**src/rtl/fetch_pc_unit.sv**
```systemverilog
// fetch_pc_unit -- RV32I instruction-fetch stage.
//
// Owns the program counter, issues instruction-memory requests and presents
// the fetched instruction with its PC and PC+4 to decode. Commits either the
// execute-stage redirect target (c) or the sequential PC+4 each cycle, honours
// decode stalls and latches a sticky fault on misaligned redirect targets.
//
// Ports:
//   clk, rst_n      rising-edge clock, asynchronous active-low reset
//   jump_or_branch  redirect request from execute, target on c
//   c               redirect target address
//   stall           decode not accepting; hold the presented instruction
//   imem_req        fetch request (decoded from state, stall, inst_valid)
//   imem_addr       fetch address, always the PC register
//   imem_ready      memory completes the request this cycle
//   imem_rdata      fetched instruction word
//   inst, inst_pc, inst_pc4, inst_valid   instruction presented to decode
//   misalign_fault  sticky; a redirect target had c[1:0] != 0
module fetch_pc_unit #(
  parameter logic [31:0] RESET_PC = 32'h0000_0000
) (
  input  logic        clk,
  input  logic        rst_n,
  input  logic        jump_or_branch,
  input  logic [31:0] c,
  input  logic        stall,
  output logic        imem_req,
  output logic [31:0] imem_addr,
  input  logic        imem_ready,
  input  logic [31:0] imem_rdata,
  output logic [31:0] inst,
  output logic [31:0] inst_pc,
  output logic [31:0] inst_pc4,
  output logic        inst_valid,
  output logic        misalign_fault
);

  localparam logic [31:0] NOP = 32'h0000_0013;

  typedef enum logic [1:0] {
    BOOT  = 2'd0,
    RUN   = 2'd1,
    FAULT = 2'd2
  } state_t;

  state_t      state_q, state_d;
  logic [31:0] pc_q;
  logic [31:0] pc_plus4;
  logic        redirect_ok;
  logic        redirect_bad;
  logic        hold;
  logic        fetch_done;

  assign pc_plus4  = pc_q + 32'd4;   // modulo 2^32, wraps without fault
  assign imem_addr = pc_q;

  // Request never depends on redirect/ready inputs, only on registered
  // state and the stall input gated by the held-instruction flag.
  assign imem_req = (state_q == RUN) && !(stall && inst_valid);

  assign redirect_ok  = (state_q == RUN) && jump_or_branch && (c[1:0] == 2'b00);
  assign redirect_bad = (state_q == RUN) && jump_or_branch && (c[1:0] != 2'b00);
  assign hold         = stall && inst_valid;
  assign fetch_done   = imem_req && imem_ready;

  always_comb begin
    state_d = state_q;
    unique case (state_q)
      BOOT:    state_d = RUN;
      RUN:     if (redirect_bad) state_d = FAULT;
      FAULT:   state_d = FAULT;
      default: state_d = BOOT;
    endcase
  end

  always_ff @(posedge clk or negedge rst_n) begin
    if (!rst_n) begin
      state_q <= BOOT;
    end else begin
      state_q <= state_d;
    end
  end

  always_ff @(posedge clk or negedge rst_n) begin
    if (!rst_n) begin
      pc_q           <= RESET_PC;
      inst           <= NOP;
      inst_pc        <= RESET_PC;
      inst_pc4       <= RESET_PC + 32'd4;
      inst_valid     <= 1'b0;
      misalign_fault <= 1'b0;
    end else begin
      unique case (state_q)
        RUN: begin
          if (redirect_ok) begin
            // Any fetch completing alongside the redirect is dropped.
            pc_q       <= c;
            inst_valid <= 1'b0;
          end else if (redirect_bad) begin
            misalign_fault <= 1'b1;
            inst_valid     <= 1'b0;
          end else if (hold) begin
            // Decode is stalled on a valid instruction: everything holds.
          end else if (fetch_done) begin
            inst       <= imem_rdata;
            inst_pc    <= pc_q;
            inst_pc4   <= pc_plus4;
            inst_valid <= 1'b1;
            pc_q       <= pc_plus4;
          end else begin
            inst_valid <= 1'b0;
          end
        end
        FAULT: begin
          inst_valid <= 1'b0;
        end
        default: begin
        end
      endcase
    end
  end

endmodule

```
**config.mk**
```make
export PLATFORM = sky130hd
export DESIGN_NAME = fetch_pc_unit
export DESIGN_NICKNAME = d
export VERILOG_FILES = /design/src/rtl/fetch_pc_unit.sv
export SDC_FILE = /design/constraint.sdc
export NUM_CORES = 1
export LEC_CHECK = 0
export ABC_CLOCK_PERIOD_IN_PS = 1900
export CORE_MARGIN = 2
export CORE_UTILIZATION = 43
export CTS_BUF_LIST = sky130_fd_sc_hd__clkbuf_4 sky130_fd_sc_hd__clkbuf_8
export DETAILED_ROUTE_END_ITERATION = 6
export PLACE_DENSITY = 0.79
export SYNTH_ARGS = -nofsm -noshare
export SYNTH_HDL_FRONTEND = slang
export SYNTH_SLANG_ARGS = --single-unit
```
**constraint.sdc**
```tcl
create_clock -name clk -period 1.9 [get_ports clk]
set_input_delay 0.475 -clock clk [delete_from_list [all_inputs] [get_ports clk]]
set_output_delay 0.475 -clock clk [all_outputs]
set_load 0.1 [all_outputs]
```
## After elaboration in Yosys (flattened, before gate mapping)

Cells that the tools add are included.

| word-level totals | value |
|---|---|
| register bits | 132 |
| input port bits | 69 |
| output and inout bits | 131 |
| logic and storage cells | 44 |

| cells by class | value |
|---|---|
| add/subtract/negate cells | 1 |
| eq/ne operators | 6 |
| multiplexer cells | 11 |
| bitwise logic cells | 3 |
| reductions and logical operators | 16 |

Operators with widths:

| operator | number |
|---|---|
| 2-to-1 mux 32 bit | 4 |
| adder 32 x 3 -> 32 bit, second input constant | 1 |
| logical AND 1 bit | 6 |
| != test 2 bit, second input constant | 3 |
| case mux 2 bit (3 select lines) | 1 |
| nonzero test 2 bit | 3 |
| AND reduction 5 bit | 1 |
| logical NOT 2 bit | 2 |
| 2-to-1 mux 1 bit | 4 |
| != test 4 bit, second input constant | 1 |
| AND reduction 4 bit | 1 |
| inverter 1 bit | 3 |
| AND reduction 3 bit | 1 |
| == test 2 x 1 -> 1 bit, second input constant | 1 |
| == test 2 bit, second input constant | 1 |
| 2-to-1 mux 2 bit | 1 |
| case mux 1 bit (2 select lines) | 1 |
| AND reduction 2 bit | 1 |
| logical NOT 1 bit | 1 |

## Depth between registers and ports, before layout

| depth | value |
|---|---|
| depth after elaboration | 9 |
| depth in mapped cells | 10 |
| mapped depth without buffers | 7 |

## Worst setup path before layout

Ideal clock, no wire load.

| timing | value |
|---|---|
| path type | flip-flop to output port |
| start point | register inst_valid |
| end point | output imem_req |
| arrival | 2.373 ns |
| required time | 1.425 ns |
| slack | -0.948 ns |
| stages on the path, launching flop included | 2 |
| path buffers | 0 |
| cell sequence | dfrtp_1 > a21oi_1 |

| between the ends | value |
|---|---|
| longest elaborated chain between the ends | 3 |

Ends and longest elaborated chain:

| item | line | text |
|---|---|---|
| start, declared | 34 | `output logic inst_valid,` |
| start signal, assigned | 90 | `inst_valid <= 1'b0;` |
| start signal, assigned | 98 | `inst_valid <= 1'b0;` |
| start signal, assigned | 101 | `inst_valid <= 1'b0;` |
| logical AND 1 bit | 59 | `assign imem_req = (state_q == RUN) && !(stall && inst_valid);` |
| logical NOT 1 bit | 59 |  |
| logical AND 1 bit | 59 |  |
| end, declared | 27 | `output logic imem_req,` |

Every way passes these cells.

## Worst setup path in the final report

| timing | value |
|---|---|
| start point | register state_q[1] |
| end point | output imem_req |

| between the ends | value |
|---|---|
| longest elaborated chain between the ends | 2 |

Ends and longest elaborated chain:

| item | line | text |
|---|---|---|
| start, declared | 46 | `state_t state_q, state_d;` |
| start signal, assigned | 80 | `state_q <= state_d;` |
| == test 2 x 1 -> 1 bit | 59 |  |
| logical AND 1 bit | 59 |  |

Every way passes these cells.

==> results.toml <==
[synthesis]
yosysTopAreaCell = "dfrtp_1"
synthArstFlopShare_pct = 100
synth.most_common_cell = "nand2_1"
synth_cells = 646
postSynthAreaPerCell_um2 = 9.07
synth_edf_count = 0
yosysSeqAreaShare_pct = 55.6
synth_nets = 719
synth.top_cell.area_share_pct = 53.8
synth_ff_type = "dfrtp_1"
ys_types = 42
synth_area_leaders = "dfrtp_1, nand2_1, o21ai_0"
synth_area_um2 = 5860
synth-warning-count = 0
synth-seq-cells = 130
yosys-top-cells-count = "nand2_1, dfrtp_1, o21ai_0, clkbuf_1, xnor2_1"

[run_status]
failed_checks = "setup timing"
outcome = "finished, violations left"

[drt]
drcViolationCount = 0
firstDrtPassIters = 6
drtAntennaViolNets = 0
drt_iter0_markers = 392
vias = 5611
wl_mm = 19.3
wl_per_cell_um = 18.0
vias_per_cell = 5.23

[die]
die_h_um = 121
start_util_pct = 44.1
pin_count = 200
core_area_um2 = 13300
rows = 42
die_w_um = 121
dieArea_um2 = 14600

[global_route]
grt_pass1_vias = 5910
grt_max_degree = 49
antenna_found_initial = 0
grt_pass1_wl_mm = 30.3
grt.overflow.total = 0
grt_usage_pct = 27.1

[layout]
drive_above_1_share_pct = 32.7
diodes = 0
area_delta_synth_final_pct = 78.4
nets = 957

[critical_path]
crit_type = "flip-flop to output port"
cpMaxStageDelayCell = "dfrtp_1"
worstPathMaxFanout = 5
slowest_delay_ns = 0.40
cp_cell_sequence = "inv_2 -> ha_4 -> inv_4 -> a21oi_4 -> buf_12"
worst_ep_arrival_time_ns = 1.47
worstPathRequired_ns = 1.42
end_kind = "output port"
startpoint_type = "flip-flop"

[place]
dp_hpwl_mm = 14.1
place_ws_ns = -0.316
port_buffers = 199
place.gp.congestion = 0.823

[sta]
layout_setup_ws_ns = -0.0442
timing.final.crit_share_pct = 102
fmax_ghz = 0.514
rsz0062_at_grt = "yes"
period_needed_ns = 1.94
finalMaxSlewViolations = 0
hold_viol = 0
setup_viol = 1
finClkSkew_ns = 0.00902
slew_headroom_pct = 66.6
tightest_slew_ns = 0.500

[min_path]
hp-class = "flip-flop to flip-flop"

[clocking]
cts-root-buf = "clkbuf_8"
tritoncts = "done"
insertion_delay_ns = 0.46
clock_sinks = 130
clk_pin_slew_worst_paths_ns = 0.08
htree_levels = 4
numCtsBuffers = 17
clockBufferDepth = 2

[job]
drv_cap = 0
[worst max-delay path, delay by kind of cell, from the launching register on]
kind | cells | cell delay [ns]
AOI/OAI and AO/OA | 1 | 0.13
buffers and inverters | 3 | 0.32
DFF | 1 | 0.40
adders and majority gates | 1 | 0.17
[per-layer routing]
layer,GRT usage (%),vias up,routed length [µm]
met5,0,-,0
met4,11.8,0,569
met3,10.2,50,1770
met2,45.5,270,9710
met1,30.9,2694,7250
li1,-,2597,-
[stage by stage]
step	instances	setup TNS (ns)	area [µm²]	hold slack [ns]	util (%)
floorplan	646	-0.950	6060	0.179	-
global placement	1027	-14.66	9770	0.400	73.5
detailed placement	1027	-18.00	9770	0.406	73.5
CTS	1062	-0.0645	10200	0.477	77.0
global route	1073	-0.193	10400	0.507	78.6
finish	1073	-0.0442	10400	0.488	78.6
[timing repair]
action,4_1_cts,5_1_grt
endpoints found under the hold margin,35,0
hold buffers,1,0
setup endpoints to repair,4,30
pin swaps,0,4
setup buffers,3,8
resized for setup,6,28
cloned,0,3
[layout by cell type (no fill, tap or decap), types with 3 or more instances in the layout]
master           netlist  routed
bufinv_16              0       4
a221o_1                5       5
buf_4                  4      51
nor3_4                 0       4
nand2_1              248     246
clkbuf_4               0       3
dfrtp_4                0      16
a22oi_1                4       4
nand4_1               13      13
xor2_1                20      20
dfstp_2                4       4
buf_12                 0     135
nand3_2                0       4
and3_1                 7       7
clkdlybuf4s50_1        0      66
inv_1                  7       5
o21ai_0               50      38
a21oi_1                7       5
xnor2_1               21      21
clkbuf_8               0      18
nor3_2                 2       3
nand3_1               16      12
nor2_1                17      17
o21ai_1               11      23
nor4_4                 1       4
nand3b_1               3       3
and4_1                 5       4
dfrtp_1              126      97
dfrtp_2                0      13
clkinv_2               0       5
and2_1                 3       3
buf_6                  1       7
[sequential cells by signal, indices dropped and copies added (netlist names)]
| name | cells |
|---|---|
| imem_addr | 32 |
| inst | 32 |
| inst_pc | 32 |
| inst_pc4 | 30 |
| state_q | 2 |
| inst_valid | 1 |
| misalign_fault | 1 |
[layout make-up]
type	instances	area [µm²]
Fill cell	742	2850
Sequential cell	130	3330
Clock buffer	21	270
Multi-Input combinational cell	465	2560
Timing Repair Buffer	263	3870
Inverter	7	28.8
Tap cell	176	220
Clock inverter	11	160
[path summary, 6_finish.rpt]
| kind | from | endpoint | slack, ns | cells after the start |
|---|---|---|---|---|
| worst max-delay path | state_q[1] | imem_req | -0.04 | 5 |
| worst min-delay path | inst[0] | inst[0] | 0.49 | 2 |
| worst max register to register | state_q[1] | imem_addr[7] | 0.04 | 9 |
| worst min register to register | inst[0] | inst[0] | 0.49 | 2 |
| max in group asynchronous | rst_n | inst[1] | 0.76 | 3 |
| min in group asynchronous | rst_n | state_q[0] | 0.51 | 2 |
[logic make-up after synthesis]
logic type               share of synthesized area (%)
AO/OA/AOI/OAI                                     8.40
XOR/XNOR                                          6.13
adder cells (fa/ha/maj)                          0.855
buffers and inverters                             3.89
flip-flops                                        55.6
AND/OR/NAND/NOR                                   25.1
Power is left out: the tool's default activity adds up to more than one toggle a clock period on the data nets, which glitch-free logic cannot reach.
